$ cat config.mk
export PLATFORM = sky130hd
export DESIGN_NAME = md_issue_writeback
export DESIGN_NICKNAME = d
export VERILOG_FILES = /design/src/rtl/md_issue_writeback_pkg.sv /design/src/rtl/md_issue_writeback_hazard_detect.sv /design/src/rtl/md_issue_writeback.sv
export SDC_FILE = /design/constraint.sdc
export NUM_CORES = 1
export LEC_CHECK = 0
export CAP_MARGIN = 5
export CELL_PAD_IN_SITES_DETAIL_PLACEMENT = 0
export CELL_PAD_IN_SITES_GLOBAL_PLACEMENT = 1
export CORE_ASPECT_RATIO = 1.1
export CORE_UTILIZATION = 25
export DETAILED_ROUTE_END_ITERATION = 16
export GPL_TIMING_DRIVEN = 0
export PLACE_DENSITY = 0.78
export SYNTH_ARGS = -nofsm -noshare
export SYNTH_HDL_FRONTEND = slang
export SYNTH_SLANG_ARGS = --single-unit
$ cat constraint.sdc
create_clock -name clock -period 1.65 [get_ports clock]
set_input_delay 0.33 -clock clock [delete_from_list [all_inputs] [get_ports clock]]
set_output_delay 0.33 -clock clock [all_outputs]
set_load 0.05 [all_outputs]
$ cat src/rtl/md_issue_writeback_pkg.sv
// Shared definitions for the mul/div issue and writeback block: state encoding,
// register-index width and the exception-status constants.
package md_issue_writeback_pkg;

    localparam int REG_W = 5;

    typedef logic [REG_W-1:0] reg_idx_t;

    typedef enum logic [1:0] {
        ST_IDLE = 2'd0,
        ST_BUSY = 2'd1,
        ST_PEND = 2'd2
    } md_state_t;

    // Shared with the ALU overflow path, which writes the same status register.
    localparam logic [REG_W-1:0] RSTATUS_REG  = 5'd30;
    localparam logic [31:0]      MUL_EXC_CODE = 32'd4;
    localparam logic [31:0]      DIV_EXC_CODE = 32'd5;

endpackage

$ cat src/rtl/md_issue_writeback_hazard_detect.sv
// Combinational F/D stall decision against the single pending mul/div destination.
module md_hazard_detect #(
    parameter logic [4:0] RSTATUS_REG = md_issue_writeback_pkg::RSTATUS_REG
) (
    input  logic       active,
    input  logic       is_mul,
    input  logic       is_div,
    input  logic [4:0] rs,
    input  logic [4:0] rt,
    input  logic [4:0] rd,
    input  logic       we,
    input  logic [4:0] pend_rd,
    output logic       stall
);
    logic structural;
    logic raw;
    logic waw;
    logic status_hz;

    assign structural = is_mul | is_div;
    assign raw        = (pend_rd != 5'd0) && ((rs == pend_rd) || (rt == pend_rd));
    assign waw        = we && (rd == pend_rd);
    // An exception may rewrite the status register, so any reference to it waits.
    assign status_hz  = (rs == RSTATUS_REG) || (rt == RSTATUS_REG) || (rd == RSTATUS_REG);

    assign stall = active && (structural || raw || waw || status_hz);

endmodule

$ cat src/rtl/md_issue_writeback.sv
// Issues mul/div start pulses, tracks the one in-flight operation, stalls F/D on
// hazards and arbitrates the register-file write port with normal MW writeback.
module md_issue_writeback #(
    parameter logic [4:0]  RSTATUS_REG  = md_issue_writeback_pkg::RSTATUS_REG,
    parameter logic [31:0] MUL_EXC_CODE = md_issue_writeback_pkg::MUL_EXC_CODE,
    parameter logic [31:0] DIV_EXC_CODE = md_issue_writeback_pkg::DIV_EXC_CODE
) (
    input  logic                             clock,
    input  logic                             reset,
    input  logic                             isMul_dx,
    input  logic                             isDiv_dx,
    input  logic [4:0]                       rs_dx,
    input  logic [4:0]                       rt_dx,
    input  logic [4:0]                       rd_dx,
    input  logic                             we_dx,
    input  logic [31:0]                      MD_result,
    input  logic                             MD_exception,
    input  logic                             MD_resultRDY,
    input  logic [4:0]                       ctrl_writeReg_mdc,
    input  logic                             wb_we,
    input  logic [4:0]                       wb_reg,
    input  logic [31:0]                      wb_data,
    output logic                             md_start_mul,
    output logic                             md_start_div,
    output logic                             stall_fd,
    output logic                             md_busy,
    output logic                             ctrl_writeEnable,
    output logic [4:0]                       ctrl_writeReg,
    output logic [31:0]                      data_writeReg,
    output md_issue_writeback_pkg::md_state_t dbg_state
);
    import md_issue_writeback_pkg::*;

    md_state_t   state_q;
    md_state_t   state_d;
    logic [4:0]  pend_rd;
    logic        pend_isdiv;
    logic        pend_exc;
    logic [31:0] buf_data;

    logic        is_idle;
    logic        issue;
    logic        res_avail;
    logic        res_exc;
    logic [31:0] res_data;
    logic        md_write;
    logic        hazard_stall;

    // The unit's own latched destination duplicates pend_rd; kept on the port only.
    logic unused_mdc;
    assign unused_mdc = ^ctrl_writeReg_mdc;

    assign is_idle   = (state_q == ST_IDLE);
    assign issue     = is_idle && (isMul_dx || isDiv_dx);
    assign res_avail = ((state_q == ST_BUSY) && MD_resultRDY) || (state_q == ST_PEND);
    assign res_exc   = (state_q == ST_PEND) ? pend_exc : MD_exception;
    assign res_data  = (state_q == ST_PEND) ? buf_data : MD_result;
    assign md_write  = res_avail && !wb_we;
    assign dbg_state = state_q;

    md_hazard_detect #(
        .RSTATUS_REG (RSTATUS_REG)
    ) u_hazard (
        .active  (!is_idle),
        .is_mul  (isMul_dx),
        .is_div  (isDiv_dx),
        .rs      (rs_dx),
        .rt      (rt_dx),
        .rd      (rd_dx),
        .we      (we_dx),
        .pend_rd (pend_rd),
        .stall   (hazard_stall)
    );

    always_comb begin
        state_d = state_q;
        case (state_q)
            ST_IDLE: if (issue) state_d = ST_BUSY;
            ST_BUSY: if (MD_resultRDY) state_d = wb_we ? ST_PEND : ST_IDLE;
            ST_PEND: if (!wb_we) state_d = ST_IDLE;
            default: state_d = ST_IDLE;
        endcase
    end

    always_ff @(posedge clock) begin
        if (reset) begin
            state_q    <= ST_IDLE;
            pend_rd    <= 5'd0;
            pend_isdiv <= 1'b0;
            pend_exc   <= 1'b0;
            buf_data   <= 32'd0;
        end else begin
            state_q <= state_d;
            if (issue) begin
                pend_rd    <= rd_dx;
                pend_isdiv <= isDiv_dx && !isMul_dx;
            end
            if ((state_q == ST_BUSY) && MD_resultRDY && wb_we) begin
                buf_data <= MD_result;
                pend_exc <= MD_exception;
            end
        end
    end

    // Normal writeback owns the port whenever it is writing; md results wait.
    always_comb begin
        md_start_mul     = 1'b0;
        md_start_div     = 1'b0;
        stall_fd         = 1'b0;
        md_busy          = 1'b0;
        ctrl_writeEnable = 1'b0;
        ctrl_writeReg    = 5'd0;
        data_writeReg    = 32'd0;
        if (!reset) begin
            md_start_mul = is_idle && isMul_dx;
            md_start_div = is_idle && isDiv_dx && !isMul_dx;
            stall_fd     = hazard_stall;
            md_busy      = !is_idle;
            if (md_write) begin
                if (res_exc) begin
                    ctrl_writeEnable = 1'b1;
                    ctrl_writeReg    = RSTATUS_REG;
                    data_writeReg    = pend_isdiv ? DIV_EXC_CODE : MUL_EXC_CODE;
                end else if (pend_rd != 5'd0) begin
                    ctrl_writeEnable = 1'b1;
                    ctrl_writeReg    = pend_rd;
                    data_writeReg    = res_data;
                end
            end else begin
                ctrl_writeEnable = wb_we;
                ctrl_writeReg    = wb_reg;
                data_writeReg    = wb_data;
            end
        end
    end

endmodule

== Word level (Yosys, flattened, before mapping) ==
Cells that the tools add are included.

* Flip-flop bits (word level): 41
* Input port bits: 97
* Word-level logic and storage cells: 66
* Output and inout bits: 44

* Equality and inequality tests: 11
* Reduce and logical (&&, ||, !) cells: 25
* Bitwise operators: 1
* Multiplexer cells: 24

{| class="wikitable"
|+ Operators with widths
! cell !! number
|-
| $mux W32 || 5
|-
| $mux W5 || 4
|-
| $eq A5 B5 Y1 || 3
|-
| $eq A5 B5 Y1 const B || 3
|-
| $logic_and A1 B1 Y1 || 11
|-
| $mux W1 || 10
|-
| $logic_or A1 B1 Y1 || 8
|-
| $mux W2 || 4
|-
| $pmux W2 S3 || 1
|-
| $reduce_bool A5 Y1 || 1
|-
| $ne A2 B2 Y1 const B || 2
|-
| $logic_not A1 Y1 || 3
|-
| $reduce_and A3 Y1 || 1
|-
| $eq A2 B1 Y1 const B || 1
|-
| $eq A2 B2 Y1 const B || 1
|-
| $logic_not A2 Y1 || 1
|-
| $ne A2 B1 Y1 const B || 1
|-
| $or A1 B1 Y1 || 1
|}

== Logic depth before layout (Yosys ltp) ==
* Depth in word-level cells: 8
* Mapped depth: 8
* Depth with buffers taken out: 4

== Cells and area by module ==
Synthesis repeated with hierarchy kept, for this count alone.

* Cell total of the unflattened synthesis: 355
* Area total of the unflattened synthesis: 2,857.7 um^2

{| class="wikitable"
|+ By module, submodules not included
! module !! cells an instance !! instances !! seq. area each (um^2) !! area each (um^2)
|-
| md_issue_writeback || 321 || 1 || 820.8 || 2,620.0
|-
| md_hazard_detect || 34 || 1 || 0.0 || 237.7
|}

== Worst setup path after synthesis ==
Ideal clock, no wire load.

* Path kind: register to output
* Start: register state_q[1] (netlist: dbg_state[1])
* End: output data_writeReg[2]
* Arrival time: 2,972 ps
* Buffers on the path: 3
* Stages on the path, launching flop included: 7
* Data required time: 1,320 ps
* Setup slack: -1,652 ps
* Path through: dfxtp_1 -> buf_6 -> nand2b_4 -> buf_6 -> a21o_1 -> buf_2 -> o41ai_1

* Cells in the longest elaborated chain, start to end: 6
* Elaborated cells on any way between the ends: 11
* Those cells by class: 2 x eq/ne; 6 x mux; 3 x reduce/logical

{| class="wikitable"
|+ RTL lines
! item !! line !! text
|-
| from (decl) || md_issue_writeback.sv:34 || <nowiki>md_state_t state_q;</nowiki>
|-
| from (signal assigned) || md_issue_writeback.sv:93 || <nowiki>state_q <= state_d;</nowiki>
|-
| $eq A2 B2 Y1 or $eq A2 B1 Y1 (tied branches) || md_issue_writeback.sv:55, md_issue_writeback.sv:56, md_issue_writeback.sv:57 ||
|-
| $mux W32 or $logic_and A1 B1 Y1 (tied branches) || md_issue_writeback.sv:57, md_issue_writeback.sv:55 ||
|-
| $mux W32 or $logic_or A1 B1 Y1 (tied branches) || md_issue_writeback.sv:124, md_issue_writeback.sv:55 ||
|-
| $mux W32 or $logic_and A1 B1 Y1 (tied branches) || md_issue_writeback.sv:120, md_issue_writeback.sv:58 ||
|-
| $mux W32 * || md_issue_writeback.sv:119 || <nowiki>if (md_write) begin</nowiki>
|-
| $mux W32 * || md_issue_writeback.sv:114 || <nowiki>if (!reset) begin</nowiki>
|-
| to (decl) || md_issue_writeback.sv:29 || <nowiki>output logic [31:0] data_writeReg,</nowiki>
|}

Every way passes the cells marked *; elsewhere a longest branch is shown, timed or not.

== Worst setup path in the final report ==
* Start: register state_q[1] (netlist: dbg_state[1])
* End: output data_writeReg[13]

The elaborated chain is that of the path after synthesis.

==> results.ini <==
[clock_network]
numCtsBuffers = 5
cts.clk_slew.worst_paths_ps = 60
clkSinkCount = 41
cts_buffer_depth = 2
htree_num_levels = 2
cts_tree = built
insertion_delay_ps = 290
ctsRootBufferMaster = clkbuf_16

[run]
max-cap-violations = 0

[sta]
rsz0062_at_grt = yes
hold_ws_ps = 376.3
min_period_over_period_pct = 143.5
slew_headroom_pct = 56.17
setup_viol = 75
drv_slew = 0
max_freq_mhz = 422.2
tightest_slew_ps = 657.4
clock_skew_ps = 8.981
fin_ws_ps = -718.5
period_needed_ps = 2369
finalHoldViolations = 0

[global_route]
grt_pass1_vias = 3519
grt_max_degree = 13
busiest_layer = met2
gr-total-overflow = 0
grt_usage_pct = 19.78
grtUsageMet2_pct = 36.09
use_met3_pct = 5.576
met1_usage_pct = 21.95
antenna_found_initial = 0
grt_pass1_wl_mm = 17.73

[route]
first_pass_iters = 4
final_antenna_net_count = 0
drt-initial-drc-count = 57
drc_errors = 0
wire_per_inst_um = 16.86
avgViaCountPerCell = 4.871
wirelength_mm = 11.37
num_vias = 3283

[logic_synthesis]
ys.flop_type = dfxtp_1
synth.avg_cell_area_um2 = 7.837
netlist_area_mm2 = 0.002821
ys_ff_latch = 41
synthCells = 360
synth_cell_types = 44
synth_warnings = 0
yosysSeqAreaShare_pct = 29.09
synth_edf_count = 0
synthArstFlopShare_pct = 0
synthesis.nets = 457

[placed_design]
portBuffers = 134
placed_cells = 641
place_hpwl_mm = 7.844
routabilityCongestion = 0.7877
place_area_mm2 = 0.004780
place_ws_ps = -1528

[setup_path]
reg2regPathDepth = 9
r2r-start = dbg_state[1]
path_class = reg -> out
cp.arrival_ps = 2040
r2r_slack_ps = -210
rr_endpoint = buf_data[29]
critPathCaptureType = primary output
required_ps = 1320
crit_path_start_kind = flop
critPathMaxFanout = 6

[outcome]
status = finished with violations
violations = negative setup slack

[floorplanning]
dieArea_mm2 = 0.01172
io_pins = 141
initial_core_util_pct = 25.74
die_w_um = 103.3
core_area_mm2 = 0.01096
num_rows = 40
fp.dieH_um = 113.4

[layout]
diodes = 0
mostFrequentLayoutCells = clkdlybuf4s50_1 (81), nand2_1 (68), dfxtp_1 (37)
seq_area_um2 = 830.8
final_cell_count_no_fill = 674
syn_to_final_growth_pct = 110.7
nNetsFinal = 623
layout-drive-gt1-share_pct = 44.78
fillers = 974
fin_area_mm2 = 0.005944
final_common_cell = clkdlybuf4s50_1
multi_input_area_mm2 = 0.002576

[min_path]
hold_start = rd_dx[3]
hold_end = pend_rd[3]
hp-class = in -> reg
min_path_cells = 3

[power_and_ir_drop]
p_leak_nw = 2.168
powerDensity_mw_per_mm2 = 622.4
total_power_mw = 3.700
max-vdd-ir-drop_mv = 0.4143

==> worst max-delay path by stage <==
| stage | from | slack (ps) | cells after the start | end |
|---|---|---|---|---|
| after floorplan | dbg_state[1] | -500 | 6 | data_writeReg[0] |
| after global placement | MD_exception | -1520 | 7 | data_writeReg[0] |
| after detailed placement | MD_exception | -1530 | 7 | data_writeReg[0] |
| after CTS | dbg_state[0] | -730 | 8 | data_writeReg[22] |
| after global routing | dbg_state[1] | -800 | 8 | data_writeReg[13] |
| final | dbg_state[1] | -720 | 8 | data_writeReg[13] |
==> layer usage <==
layer  wire, µm  part of all wire (%)  vias up
met4        126                   1.1        0
met1       4490                    40     1558
met3        776                   6.8        9
li1           -                     -     1610
met5          0                     0        -
met2       5972                    53      106
==> through the flow <==
step / TNS [ps] / util (%)
5_1_grt: -37180 / 54.24
2_1_floorplan: -15920 / -
3_5_place_dp: -69450 / 43.61
6_report: -31140 / 54.24
3_3_place_gp: -67570 / 43.61
4_1_cts: -26470 / 51.94
==> sequential cells by signal, summed over array words and instances, names as in the netlist <==
name / count
buf_data: 32
dbg_state: 2
pend_exc: 1
pend_isdiv: 1
pend_rd: 5
==> critical path, cell delays in order (launching register included) <==
cell	delay [ps]
dfxtp_4	350
buf_6	100
or3b_4	400
a21oi_4	180
buf_8	170
buf_12	130
a32oi_4	100
nor2_4	140
buf_8	160
==> cell families after synthesis <==
kind of cell / after synthesis / share of synthesized area, %
flops: 41 / 29.09
xor+xnor: 15 / 4.656
mux: 37 / 14.50
buf+inv: 40 / 8.027
simple gates: 145 / 23.46
compound gates: 82 / 20.27
==> synthesized netlist by cell type, types with 2 or more instances <==
cell / n / area share (%)
clkbuf_1: 16 / 2.1
xnor2_1: 5 / 1.6
a21oi_1: 38 / 6.7
nor2b_1: 3 / 0.67
nand4_1: 4 / 0.89
nand3_2: 2 / 0.71
nand2_1: 69 / 9.2
mux2_2: 26 / 10
o21ai_0: 2 / 0.35
a211oi_1: 5 / 1.3
buf_6: 7 / 2.8
xor2_1: 10 / 3.1
nand3_1: 2 / 0.35
buf_4: 3 / 0.80
buf_2: 10 / 1.8
nand3b_1: 3 / 0.80
a32oi_1: 30 / 9.3
mux2_1: 5 / 2.0
inv_1: 3 / 0.40
dfxtp_1: 41 / 29
mux2i_1: 6 / 2.1
nor2_1: 44 / 5.9
nor3_1: 5 / 0.89
==> timing repair <==
| action | in CTS | in global routing |
|---|---|---|
| gates cloned | 4 | 2 |
| resized for setup | 411 | 51 |
| hold buffers | 0 | 0 |
| buffers inserted | 18 | 7 |
| endpoints found under the setup margin | 74 | 75 |
| pin swaps | 25 | 19 |
==> power by group <==
part           total (mW)  switching [mW]  internal (mW)
Combinational        1.68           0.872          0.808
Sequential           1.06          0.0305           1.03
Clock               0.961           0.399          0.562
Total                3.70            1.30           2.40
==> cell type report <==
class	instances	share of cell area (%)
flip-flops and latches	41	13.98
clock inverters	1	0.1263
well taps	147	3.094
multi-input cells	279	43.34
clock buffers	7	2.231
inverters	3	0.1894
plain buffers	32	6.062
repair buffers	164	30.98
No activity file was read; power rests on OpenSTA's default activity.
